<file path="src/rtl/noc_test_node.sv">
// NoC endpoint traffic generator/checker: injects NUM_PKTS packets and checks ejected ones.
// Optional receive backpressure is enabled by defining NOC_TEST_NODE_BACKPRESSURE_EN.
module noc_test_node #(
    parameter int unsigned X_ID        = 0,
    parameter int unsigned Y_ID        = 0,
    parameter int unsigned DEST_X_ID   = 1,
    parameter int unsigned DEST_Y_ID   = 1,
    parameter int unsigned DATA_WIDTH  = 32,
    parameter int unsigned PKT_LEN     = 3,
    parameter int unsigned NUM_PKTS    = 8,
    parameter int unsigned START_DELAY = 16,
    parameter int unsigned GAP         = 4
) (
    input  logic                  noc_clk,
    input  logic                  noc_rst,
    input  logic                  receive_valid,
    output logic                  receive_ready,
    input  logic [DATA_WIDTH-1:0] receive_flit,
    input  logic                  receive_is_header,
    input  logic                  receive_is_tail,
    output logic                  sender_valid,
    input  logic                  sender_ready,
    output logic [DATA_WIDTH-1:0] sender_flit,
    output logic                  sender_is_header,
    output logic                  sender_is_tail,
    output logic [7:0]            receive_num,
    output logic [7:0]            tx_num,
    output logic                  rx_error
);

    typedef enum logic [1:0] {StWait, StHead, StBody, StDone} tx_state_e;

    localparam logic [15:0] LastIdx = 16'(PKT_LEN - 1);
    // Counter is loaded with (idle cycles - 1) and counts down to zero.
    localparam logic [31:0] GapLoad = (GAP == 0) ? 32'd0 : 32'(GAP - 1);

    // ---------------------------------------------------------------- sender
    tx_state_e   state_q, state_d;
    logic [31:0] wait_cnt_q, wait_cnt_d;
    logic [15:0] body_idx_q, body_idx_d;
    logic [7:0]  seq_q, seq_d;
    logic [31:0] sent_q, sent_d;
    logic [7:0]  tx_num_q, tx_num_d;
    logic [31:0] flit_lo;

    always_ff @(posedge noc_clk) begin
        if (noc_rst) begin
            state_q    <= (NUM_PKTS == 0) ? StDone : StWait;
            wait_cnt_q <= 32'(START_DELAY);
            body_idx_q <= '0;
            seq_q      <= '0;
            sent_q     <= '0;
            tx_num_q   <= '0;
        end else begin
            state_q    <= state_d;
            wait_cnt_q <= wait_cnt_d;
            body_idx_q <= body_idx_d;
            seq_q      <= seq_d;
            sent_q     <= sent_d;
            tx_num_q   <= tx_num_d;
        end
    end

    always_comb begin
        state_d          = state_q;
        wait_cnt_d       = wait_cnt_q;
        body_idx_d       = body_idx_q;
        seq_d            = seq_q;
        sent_d           = sent_q;
        tx_num_d         = tx_num_q;
        sender_valid     = 1'b0;
        sender_is_header = 1'b0;
        sender_is_tail   = 1'b0;
        flit_lo          = 32'd0;

        unique case (state_q)
            StWait: begin
                if (wait_cnt_q == 32'd0) begin
                    state_d = StHead;
                end else begin
                    wait_cnt_d = wait_cnt_q - 32'd1;
                end
            end
            StHead: begin
                sender_valid     = 1'b1;
                sender_is_header = 1'b1;
                flit_lo = {4'(DEST_X_ID), 4'(DEST_Y_ID), 4'(X_ID), 4'(Y_ID), seq_q, 8'(PKT_LEN)};
                if (sender_ready) begin
                    state_d    = StBody;
                    body_idx_d = '0;
                end
            end
            StBody: begin
                sender_valid   = 1'b1;
                sender_is_tail = (body_idx_q == LastIdx);
                flit_lo        = {4'(X_ID), 4'(Y_ID), seq_q, body_idx_q};
                if (sender_ready) begin
                    if (body_idx_q == LastIdx) begin
                        seq_d    = seq_q + 8'd1;
                        sent_d   = sent_q + 32'd1;
                        tx_num_d = (tx_num_q == 8'hff) ? tx_num_q : tx_num_q + 8'd1;
                        if (sent_q + 32'd1 >= 32'(NUM_PKTS)) begin
                            state_d = StDone;
                        end else if (GAP == 0) begin
                            state_d = StHead;
                        end else begin
                            state_d    = StWait;
                            wait_cnt_d = GapLoad;
                        end
                    end else begin
                        body_idx_d = body_idx_q + 16'd1;
                    end
                end
            end
            StDone: begin
                state_d = StDone;
            end
            default: begin
                state_d = StDone;
            end
        endcase
    end

    // Header/body layouts occupy the low 32 bits; wider flits are zero-extended.
    assign sender_flit = DATA_WIDTH'(flit_lo);
    assign tx_num      = tx_num_q;

    // -------------------------------------------------------------- receiver
    logic       rx_ready_q;
    logic       in_pkt_q, in_pkt_d;
    logic [7:0] rx_num_q, rx_num_d;
    logic       rx_err_q, rx_err_d;
    logic       rx_hs;
    logic       dest_ok;
    logic       unused_flit_bits;

    always_ff @(posedge noc_clk) begin
        if (noc_rst) begin
            rx_ready_q <= 1'b0;
            in_pkt_q   <= 1'b0;
            rx_num_q   <= '0;
            rx_err_q   <= 1'b0;
        end else begin
            rx_ready_q <= 1'b1;
            in_pkt_q   <= in_pkt_d;
            rx_num_q   <= rx_num_d;
            rx_err_q   <= rx_err_d;
        end
    end

`ifdef NOC_TEST_NODE_BACKPRESSURE_EN
    logic [1:0] bp_cnt_q;

    always_ff @(posedge noc_clk) begin
        if (noc_rst) begin
            bp_cnt_q <= 2'd0;
        end else begin
            bp_cnt_q <= bp_cnt_q + 2'd1;
        end
    end

    // Stall one cycle in four to exercise router output backpressure.
    assign receive_ready = rx_ready_q && (bp_cnt_q != 2'd3);
`else
    assign receive_ready = rx_ready_q;
`endif

    assign rx_hs   = receive_valid && receive_ready;
    assign dest_ok = (receive_flit[31:28] == 4'(X_ID)) && (receive_flit[27:24] == 4'(Y_ID));
    assign unused_flit_bits = ^receive_flit;

    always_comb begin
        in_pkt_d = in_pkt_q;
        rx_num_d = rx_num_q;
        rx_err_d = rx_err_q;
        if (rx_hs) begin
            if (receive_is_header) begin
                if (in_pkt_q || !dest_ok) begin
                    rx_err_d = 1'b1;
                end
                in_pkt_d = !receive_is_tail;
            end else begin
                if (!in_pkt_q) begin
                    rx_err_d = 1'b1;
                end
                if (receive_is_tail) begin
                    in_pkt_d = 1'b0;
                end
            end
            if (receive_is_tail && (rx_num_q != 8'hff)) begin
                rx_num_d = rx_num_q + 8'd1;
            end
        end
    end

    assign receive_num = rx_num_q;
    assign rx_error    = rx_err_q;

endmodule

</file>
<file path="config.mk">
export PLATFORM = sky130hd
export DESIGN_NAME = noc_test_node
export DESIGN_NICKNAME = d
export VERILOG_FILES = /design/src/rtl/noc_test_node.sv
export SDC_FILE = /design/constraint.sdc
export NUM_CORES = 1
export LEC_CHECK = 0
export ABC_AREA = 1
export CELL_PAD_IN_SITES_DETAIL_PLACEMENT = 0
export CELL_PAD_IN_SITES_GLOBAL_PLACEMENT = 1
export CORE_MARGIN = 5
export CORE_UTILIZATION = 40
export CTS_BUF_LIST = sky130_fd_sc_hd__clkbuf_16
export CTS_CLUSTER_DIAMETER = 80
export DETAILED_ROUTE_END_ITERATION = 8
export DONT_BUFFER_PORTS = 1
export GPL_TIMING_DRIVEN = 0
export MAX_ROUTING_LAYER = met4
export PLACE_DENSITY = 0.77
export SLEW_MARGIN = 20
export SYNTH_ARGS = -nofsm -noshare
export SYNTH_HDL_FRONTEND = slang
export SYNTH_SLANG_ARGS = --single-unit
</file>
<file path="constraint.sdc">
create_clock -name noc_clk -period 3.1 [get_ports noc_clk]
set_input_delay 0.465 -clock noc_clk [delete_from_list [all_inputs] [get_ports noc_clk]]
set_output_delay 0.465 -clock noc_clk [all_outputs]
set_load 0.02 [all_outputs]
</file>
* After elaboration in Yosys (flattened, before gate mapping) *
Cells that the tools add are included.

word-level totals
  logic and storage cells = 80
  register bits = 109
  bits of input ports = 38
  output and inout bits = 53

cells by class
  eq/ne operators = 15
  order comparisons = 1
  reduce and logical (&&, ||, !) cells = 22
  add/subtract/negate cells = 6
  muxes and demuxes = 25
  bitwise gates (word level) = 1

operator list
  operator                                                                               number
  32-bit 2-to-1 mux                                                                      4
  32-bit case mux with 2 select lines                                                    1
  29-bit case mux with 2 select lines                                                    1
  16-bit 2-to-1 mux                                                                      3
  32-bit by 1-bit adder with 32-bit output (second input constant)                       1
  32-bit by 4-bit greater-or-equal comparator with 1-bit output (second input constant)  1
  32-bit logical NOT                                                                     1
  16-bit case mux with 2 select lines                                                    1
  32-bit by 1-bit subtractor with 32-bit output (second input constant)                  1
  8-bit by 1-bit adder with 8-bit output (second input constant)                         3
  16-bit by 1-bit adder with 16-bit output (second input constant)                       1
  16-bit by 2-bit equality test with 1-bit output (second input constant)                1
  2-bit != test (second input constant)                                                  8
  4-bit AND reduction                                                                    3
  2-bit 2-to-1 mux                                                                       5
  1-bit 2-to-1 mux                                                                       9
  8-bit equality test (second input constant)                                            1
  4-bit logical NOT                                                                      2
  8-bit != test (second input constant)                                                  1
  2-bit case mux with 4 select lines                                                     1
  3-bit AND reduction                                                                    2
  2-bit nonzero test                                                                     3
  5-bit AND reduction                                                                    1
  2-bit equality test (second input constant)                                            2
  other kinds (9)                                                                        13

* Logic depth before layout (Yosys ltp) *
  depth in word-level cells = 6
  gate-level depth with buffers = 17
  gate-level depth less buffers = 16

* Worst setup path before layout *
OpenSTA, ideal clock, no wires.

  kind = register to output
  from = reg state_q[0]
  to = out sender_flit[22]
  required time = 2635 ps
  buffers on the path = 1
  path slack = 718 ps
  cell stages (with the launch flop) = 6
  arrival time = 1917 ps
  cell sequence = dfxtp_1 inv_1 ha_1 clkinv_1 clkbuf_1 nor3_1

on the way
  word-level cells in the longest chain between the ends = 2
  elaborated cells between the ends (all ways) = 3
  those cells by class = eq/ne: 2; mux: 1

ends and longest elaborated chain
  item                                                                                   line  source
  start: declaration                                                                     38    tx_state_e state_q, state_d;
  start signal: assignment                                                               48    state_q <= (NUM_PKTS == 0) ? StDone : StWait;
  start signal: assignment                                                               55    state_q <= state_d;
  2-bit equality test or 2-bit by 1-bit equality test with 1-bit output (tied branches)  76    unique case (state_q)
  29-bit case mux with 2 select lines *                                                  76
  end: declaration                                                                       23    output logic [DATA_WIDTH-1:0] sender_flit,

Mark *: on every way between the ends. The rest lies on a longest branch, timed or not.

* Worst setup path in the final report *
  from = reg state_q[0]
  to = out sender_flit[20]

The elaborated chain is that of the path after synthesis.

==> run summary <==
port buffer count: 0
Setup violations, final: 0
Clk pwr share: 21.6%
row count: 48
worst r2r dst: sent_q[29]
HP Class: in -> reg
RSZ-0062 raised after global routing: true
max frequency: 334 MHz
Max stage delay on crit path: 0.74 ns
Total Wirelength: 19,000 µm
Num CTS Buffers: 9
Top delay family on crit path: buffers and inverters
first-pass GRT wire length: 31,600 µm
ratio of cells with drive above 1 in the final layout: 8.57%
via count: 6,593
R2R Path Start: body_idx_q[0]
DIE AREA: 19,900 µm²
Fin Setup TNS: 0 ns
ys flop type: dfxtp_1
top cells by area, synth: dfxtp_1, nand2_1, nor2_1, inv_1, a21oi_1
critical path capture point type: output port
Slew headroom: 41.0%
Synth area leader: dfxtp_1
Syn. warnings: 0
vias per std cell: 5.08
Layout area overhead: 9.51%
Final Non-Filler Cells: 1,299
Diodes inserted: 0
Crit Path Category: reg -> out
clk_skew: 0.00986 ns
DIE HEIGHT: 141 µm
iteration count of the initial detailed-routing pass: 8
WL met1: 9230 µm
H-tree levels: 3
max cap viols: 0
placement-stage cell area: 7170 µm²
Cell Pwr Density: 756 nW/µm²
Final Hold Vio Count: 0
vias in the first global route: 6,253
Slew @ Worst Pin: 0.878 ns
met3 wire len: 685 µm
highest-delay cell along the critical path: nor3_1
CTS tree: done
CP Data Arrival Time: 2.53 ns
Synth top area share: 31.8%
sequential share of power: 31.4%
Min-Delay Endpoint: in_pkt_q
Hold Path Depth: 2
Gate Count Post-Synth: 1,053
Logic pwr share: 47.0%
Peak VDD IR: 0.000431 V
syn avg cell area: 6.52 µm²
ANT nets after route: 0
CTS max path bufs: 2
Clock Latency Late Sink: 0.36 ns
worst path cell trace: inv_1, ha_1, clkinv_1, clkbuf_1, nor3_1
switching share of power: 44.2%
Distinct cells, synth: 41
wire length per cell: 14.6 µm
min cycle time layout: 3.00 ns
worst hold slack: 0.238 ns
post-CTS setup buffer count: 0
Startpoint Class: register
internal power: 3.17 mW
Critical Path RT: 2.63 ns
final worst path period share: 96.6%
GRT overflow: 0
CTS clk-pin slew, worst paths: 0.08 ns
antenna violations before repair: 0
Hold Startpoint: receive_is_header
met2 routed WL: 8660 µm
Crit path buffers/inverters: 3
largest net degree at the start of global routing: 20
Initial Util: 40.3%
placed instance count: 1,283
# DRC: 0
synthesized area: 6870 µm²
top-count cell post-synth: nand2_1
async set or reset register ratio after synthesis: 0%
post-route cell area: 7520 µm²
Reg2Reg Setup Slack: 0.39 ns
GPL Wtd Cong: 0.877
core area: 17,100 µm²
CTS root buf: clkbuf_16
global-route usage over all layers: 19.9%
reg2reg path depth: 9
DR iter-0 viols: 345
Leak: 2.95 nW
Die Width: 141 µm
top routing layer used: met4
sequential fraction of the synthesis area: 31.8%
IO Pins: 91
Layout Nets: 1,120
number of flops mapped to enable cells by yosys: 0
Synth top cells by count: nand2_1, nor2_1, dfxtp_1, inv_1, a21oi_1
worst-path fanout max: 10
count of clock tree sinks: 109
P_sw: 2.51 mW
DP HPWL: 14,600 µm
Slew Viols, Final: 0
Yosys reg bits: 109
status: finished clean
[state kept, by name, summed over array words and instances (netlist names)]
signal         flops
state_q            2
seq_q              8
sent_q            32
rx_error           1
in_pkt_q           1
tx_num             8
receive_ready      1
body_idx_q        16
wait_cnt_q        32
receive_num        8
[metrics by stage]
stage	utilization, %	power (mW)	setup slack (ns)
after global routing	44.1	6.16	-0.0141
after CTS	43.8	5.71	-0.121
after detailed placement	42.0	4.45	0.277
final	44.1	5.68	0.105
after global placement	42.0	4.46	0.309
after floorplan	-	3.90	0.718
[worst reg2reg max path, cell delays in order, from the launching register on]
cell	delay, ns
dfxtp_1	0.35
inv_1	0.17
ha_1	0.18
inv_1	0.04
nor3_1	0.21
nand4_1	0.24
nor2_2	0.35
clkbuf_1	0.41
clkbuf_1	0.46
a31oi_1	0.16
[kinds of logic (layout without fill, tap and decap cells)]
group | Yosys count | after routing | share of synthesized area [%]
other | 1 | 6 | 0.0546
xor gates and xnor gates | 39 | 39 | 4.98
DFF | 109 | 109 | 31.8
adders and majority gates | 13 | 13 | 2.37
and+or+nand+nor | 575 | 575 | 37.3
buffers and inverters | 149 | 165 | 9.66
AOI/OAI and AO/OA | 167 | 167 | 13.9
[power by group through the flow]
stage          registers (mW)  logic, mW  clock network [mW]
2_1_floorplan            1.76       2.13                   0
3_3_place_gp             1.81       2.64                   0
3_5_place_dp             1.81       2.64                   0
4_1_cts                  1.78       2.66                1.27
5_1_grt                  1.81       3.03                1.32
6_report                 1.79       2.67                1.23
[worst max path at each step]
stage / from / to / slack [ns] / cells past startpoint
after floorplan: state_q[0] / sender_flit[22] / 0.72 / 5
after global placement: state_q[0] / sender_flit[3] / 0.31 / 5
after detailed placement: state_q[0] / sender_flit[3] / 0.28 / 5
after CTS: state_q[0] / sender_flit[6] / -0.12 / 5
after global routing: state_q[0] / sender_flit[11] / -0.01 / 5
final: state_q[0] / sender_flit[20] / 0.10 / 5
[cell type report]
class / count / area (µm²)
sequential: 109 / 2180
multi-input combinational: 800 / 4090
clock buffer: 9 / 225
inverter: 106 / 398
fill: 1805 / 9540
buffer: 43 / 265
tap: 225 / 282
clock inverter: 7 / 78.8
[layer usage]
| metal | up-vias | global-route usage (%) |
|---|---|---|
| met5 | - | - |
| met4 | 0 | 6.27 |
| met3 | 25 | 3.19 |
| met2 | 113 | 31.4 |
| met1 | 2983 | 26.2 |
| li1 | 3472 | - |
[cell usage in the layout (no fill, tap or decap), types with 5 or more instances in the layout]
cell       netlist  final
inv_1          100    100
a21oi_1         70     67
a31oi_1         14     14
nor4_1          10     10
nor3_1          36     29
a21oi_2         10     13
xor2_1          33     33
clkbuf_16        0      9
nand4_1         21     21
buf_4           10     10
o21ai_0         53     53
nor2_1         175    175
nor3_2           0      7
nand2_2         11     11
dfxtp_1        109    109
o32ai_1          5      5
a211oi_1         7      7
conb_1           1      6
nand3b_1        12     12
nor2_2           7      7
clkbuf_1        24     24
ha_1            13     12
nand2_1        222    222
nand3_2          6      6
nand3_1         62     62
xnor2_1          6      6
[repair_timing]
action | in CTS | in global routing
hold buffers | 0 | 0
endpoints found under the hold margin | 0 | 0
gates resized for setup | 1 | 10
setup endpoints to repair | 10 | 16
(Power assumes the default switching activity.)
